File: src/rtl/regfile_writeback_sequencer.sv
// Write-side front end of the AVR register file: buffers 8/16-bit write-back requests in a FIFO
// and issues them one byte per clock, flagging read addresses that hit a pending write.
module regfile_writeback_sequencer #(
  parameter int ADDR_W     = 5,
  parameter int DATA_W     = 8,
  parameter int FIFO_DEPTH = 4
) (
  input  logic                clock,
  input  logic                clr_n,
  input  logic                req_valid,
  output logic                req_ready,
  input  logic [ADDR_W-1:0]   req_addr,
  input  logic                req_pair,
  input  logic [2*DATA_W-1:0] req_data,
  output logic [ADDR_W-1:0]   WA,
  output logic [DATA_W-1:0]   WD,
  output logic                RegWrite,
  input  logic [ADDR_W-1:0]   hz_addr,
  output logic                hz_match,
  output logic                busy
);

  localparam int PTR_W = $clog2(FIFO_DEPTH);
  localparam int CNT_W = PTR_W + 1;

  typedef enum logic {
    PH_LO,
    PH_HI
  } phase_t;

  logic [ADDR_W-1:0]   addr_mem [FIFO_DEPTH];
  logic                pair_mem [FIFO_DEPTH];
  logic [2*DATA_W-1:0] data_mem [FIFO_DEPTH];

  logic [PTR_W-1:0]    wr_ptr, rd_ptr;
  logic [CNT_W-1:0]    count;
  phase_t              phase, phase_nx;

  logic                push, pop, empty;
  logic [ADDR_W-1:0]   head_addr;
  logic                head_pair;
  logic [2*DATA_W-1:0] head_data;
  logic [ADDR_W-1:0]   wa_nx;
  logic [DATA_W-1:0]   wd_nx;
  logic                rw_nx;

  assign empty     = (count == '0);
  assign req_ready = (count != CNT_W'(FIFO_DEPTH));
  assign push      = req_valid & req_ready;
  assign busy      = ~empty | RegWrite;

  assign head_addr = addr_mem[rd_ptr];
  assign head_pair = pair_mem[rd_ptr];
  assign head_data = data_mem[rd_ptr];

  // Storage needs no reset: occupancy is tracked by count alone.
  always_ff @(posedge clock) begin
    if (push) begin
      addr_mem[wr_ptr] <= req_addr;
      pair_mem[wr_ptr] <= req_pair;
      data_mem[wr_ptr] <= req_data;
    end
  end

  always_ff @(posedge clock or negedge clr_n) begin
    if (!clr_n) begin
      wr_ptr   <= '0;
      rd_ptr   <= '0;
      count    <= '0;
      phase    <= PH_LO;
      WA       <= '0;
      WD       <= '0;
      RegWrite <= 1'b0;
    end else begin
      if (push) wr_ptr <= wr_ptr + PTR_W'(1);
      if (pop)  rd_ptr <= rd_ptr + PTR_W'(1);
      case ({push, pop})
        2'b10:   count <= count + CNT_W'(1);
        2'b01:   count <= count - CNT_W'(1);
        default: count <= count;
      endcase
      phase    <= phase_nx;
      WA       <= wa_nx;
      WD       <= wd_nx;
      RegWrite <= rw_nx;
    end
  end

  // A pair stays at the FIFO head across both phases and is popped with its high byte.
  always_comb begin
    phase_nx = phase;
    pop      = 1'b0;
    wa_nx    = WA;
    wd_nx    = WD;
    rw_nx    = 1'b0;
    case (phase)
      PH_LO: begin
        if (!empty) begin
          rw_nx = 1'b1;
          wd_nx = head_data[DATA_W-1:0];
          if (head_pair) begin
            wa_nx    = {head_addr[ADDR_W-1:1], 1'b0};
            phase_nx = PH_HI;
          end else begin
            wa_nx = head_addr;
            pop   = 1'b1;
          end
        end
      end
      PH_HI: begin
        rw_nx    = 1'b1;
        wa_nx    = {head_addr[ADDR_W-1:1], 1'b1};
        wd_nx    = head_data[2*DATA_W-1:DATA_W];
        pop      = 1'b1;
        phase_nx = PH_LO;
      end
      default: phase_nx = PH_LO;
    endcase
  end

  always_comb begin : hz_scan
    logic [PTR_W-1:0] off;
    logic             covers;
    hz_match = RegWrite && (WA == hz_addr);
    for (int unsigned i = 0; i < FIFO_DEPTH; i++) begin
      off    = PTR_W'(i) - rd_ptr;
      covers = pair_mem[i] ? (addr_mem[i][ADDR_W-1:1] == hz_addr[ADDR_W-1:1])
                           : (addr_mem[i] == hz_addr);
      if (({1'b0, off} < count) && covers) hz_match = 1'b1;
    end
  end

endmodule

File: config.mk
export PLATFORM = sky130hd
export DESIGN_NAME = regfile_writeback_sequencer
export DESIGN_NICKNAME = d
export VERILOG_FILES = /design/src/rtl/regfile_writeback_sequencer.sv
export SDC_FILE = /design/constraint.sdc
export NUM_CORES = 1
export LEC_CHECK = 0
export CAP_MARGIN = 20
export CORE_MARGIN = 2
export CORE_UTILIZATION = 51
export DETAILED_ROUTE_END_ITERATION = 10
export PLACE_DENSITY = 0.72
export SYNTH_ARGS = -nofsm -noshare
export SYNTH_HDL_FRONTEND = slang
export SYNTH_SLANG_ARGS = --single-unit
File: constraint.sdc
create_clock -name clock -period 2.17 [get_ports clock]
set_input_delay 0.651 -clock clock [delete_from_list [all_inputs] [get_ports clock]]
set_output_delay 0.651 -clock clock [all_outputs]
set_load 0.05 [all_outputs]
==> summary.md <==
| Metric | Value |
|---|---|
| Fin crit share | 1.23 |
| Layout Cells excl Fill | around 460 |
| Worst R2R Setup Slack | -0.16 ns |
| DIE WIDTH | about 100 µm |
| Synthesized area per cell | ~18 µm² |
| RePlAce Congestion | 0.764 |
| Starting density of the core | 0.520 |
| Crit path launch | rd_ptr[0] |
| Die area | ~10000 µm² |
| Wirelength per Cell | between 15 and 20 µm |
| Core Box Area | a little over 9000 µm² |
| Net Count, Synth | around 310 |
| PwrDens | about 1400 nW/µm² |
| CP required | ~1.5 ns |
| CTS tree | done |
| Critical R2R Capture | count[2] |
| Total Power | a little under 8 mW |
| Placed cell area | 5530 µm² |
| Floorplan row count | 35 |
| HP Start | WA[4] |
| Vias in the first global route | between 2000 and 3000 |
| Post-synth top area share | 0.558 |
| Synth area leader | edfxtp_1 |
| Yosys reg bits | 110 |
| Cell count of the worst hold path | 1 |
| Setup CP Type | flop to primary output |
| Setup-failing EPs final | 2 |
| First drt pass iteration count | 4 |
| Crit-path max FO | 2 |
| Design area | between 5000 and 6000 µm² |
| Via-to-Cell Ratio | 5.45 |
| Initial antenna violation count | 0 |
| Synth top area cells | edfxtp_1 56%, dfrtp_1 12%, mux4_2 7.1% |
| Slew @ Worst Pin | about 0.42 ns |
| Fin. Hold Viols | 0 |
| Post-route DRC | 0 |
| # diodes | 0 |
| Status | finished, violations left |
| Final Slew Violations | 0 |
| Clock root cell | clkbuf_8 |
| Relative slew slack | 0.722 |
| Worst VDD drop | 0.812 mV |
| Post-synth top flop | edfxtp_1 |
| DR vias | 2495 |
| Nets | ~380 |
| P_leak | 2.10 nW |
| Worst-path clk slew | 0.10 ns |
| Max Cap Viol | 0 |
| Total placed cells including tap cells | 439 |
| Synth Cell Area | 4740 µm² |
| Die height | 100 µm |
| Layout cells sized above 1 | 0.285 |
| Worst EP arrival | about 2 ns |
| Post-synthesis cell count | approximately 270 |
| GRT Resource Usage Total | 0.187 |
| CTS Buffer Depth | 2 |
| CTS Buf Count | 9 |
| Top-count cell post-synth | edfxtp_1 |
| Largest net degree at the start of global routing | 23 |
| Post-layout util | 0.631 |
| Final Worst Setup Slack | -0.505 ns |
| H-tree levels | 3 |
| Boundary Pins | 47 |
| Part of the Yosys area used for sequential elements | 0.674 |
| R2r startpoint | rd_ptr[0] |
| Setup crit start kind | flop |
| Count of cell types in the netlist | 36 |
| Layout Skew | ~0.012 ns |
| ANT nets after route | 0 |
| RSZ-0062 raised after global routing | yes |
| Sink Count | 110 |
| Cells on worst reg2reg path | 9 |
| Post-synth EDFFs | 88 |
| Crit path capture type | primary output |
| Iteration-0 DRC Markers | 83 |
| Global-route wire length before repair | 13.7 mm |
| Hold Crit Class | flop to flop |
| PortBufs | between 40 and 50 |
| Drt total wl | between 8 and 9 mm |
| Synthesis-to-finish area growth | 21.4% |
| Final min period | 2.68 ns |
| Hold-fix buffers, CTS | 0 |
| Remaining Overflow, GRT | 0 |
| Setup TNS | -0.669 ns |
| Max Freq | 374 MHz |
| Ys async rst share | 0.200 |
| Commonest cells in the netlist | 88 x edfxtp_1, 22 x dfrtp_1, 20 x xor2_1, 15 x mux4_2 |
| Worst hold endpoint | WA[4] |
| Warnings, synthesis | 0 |
| Hpwl dp | 5.77 mm |
| Skew-Pair Late Insertion Delay | 0.36 ns |
| Failing checks | setup timing |
## flip-flops by register name (all words and copies together), names as in the netlist
signal    flops
data_mem     64
addr_mem     20
WD            8
WA            5
pair_mem      4
count         3
rd_ptr        2
wr_ptr        2
RegWrite      1
phase         1
## repair_timing
item,in CTS,in global routing
endpoints found under the hold margin,0,0
resized for setup,12,2
setup buffers,3,0
pin swaps,5,1
setup endpoints to repair,3,4
## per-layer routing
metal | share of wire | vias to the layer above | GRT usage
li1 | - | 1169 | -
met1 | 0.42 | 1273 | 0.231
met2 | 0.54 | 45 | 0.338
met3 | 0.028 | 8 | 0.0299
met4 | 0.011 | 0 | 0.0569
met5 | 0 | - | 0
## worst max-delay path by stage
stage | endpoint | cells after the start | slack (ns)
detailed placement | hz_match | 7 | -0.83
CTS | hz_match | 8 | -0.50
global route | hz_match | 8 | -0.59
finish | hz_match | 8 | -0.51
floorplan | hz_match | 9 | -0.14
global placement | hz_match | 7 | -0.75
## where the power goes
| group | switching (mW) | total [mW] | internal, mW |
|---|---|---|---|
| sequential | 0.319 | 3.19 | 2.87 |
| clock | 0.699 | 1.13 | 0.434 |
| combinational | 1.88 | 3.46 | 1.58 |
## per-stage QoR
step / hold slack [ns] / setup slack [ns]
6_report: 0.568 / -0.505
5_1_grt: 0.597 / -0.588
4_1_cts: 0.570 / -0.500
3_5_place_dp: 0.547 / -0.828
3_3_place_gp: 0.536 / -0.752
2_1_floorplan: 0.355 / -0.135
## cells in the final DEF, fill, tap and decap left out, types with 4 or more instances in the layout
master,count
mux4_1,7
buf_12,6
edfxtp_1,88
mux2_2,4
inv_1,10
clkdlybuf4s50_1,24
o221ai_1,4
and3_1,4
nand2_1,11
dfrtp_1,20
ha_1,9
o21ai_0,11
clkbuf_8,9
xnor2_1,11
mux4_2,15
buf_4,45
mux2i_1,8
xor2_1,19
## worst max-delay path, cell delays in order, from the launching register on
cell	delay, ns
dfrtp_2	0.45
xor2_2	0.19
inv_1	0.07
ha_1	0.28
nand3b_1	0.11
nand4_1	0.11
o211a_1	0.26
nand3_4	0.07
buf_12	0.14
## cell type report
class / instances / area (µm²)
clock buffer: 9 / 124
clock inverter: 7 / 56.3
fill: 673 / 3360
inverter: 10 / 37.5
multi-input combinational: 131 / 1450
sequential: 110 / 3200
tap: 111 / 139
timing repair buffer: 80 / 747
## cell families (layout without fill, tap and decap cells)
kind of cell,count (synthesis),after routing,share of synthesized area
XOR/XNOR,32,32,0.0607
AND/OR/NAND/NOR,34,34,0.0430
multiplexers,34,34,0.137
adder cells (fa/ha/maj),10,10,0.0280
buffers and inverters,26,106,0.0285
flip-flops,110,110,0.674
AO/OA/AOI/OAI,21,21,0.0293
Note: power is estimated with default switching activity, not from simulation.
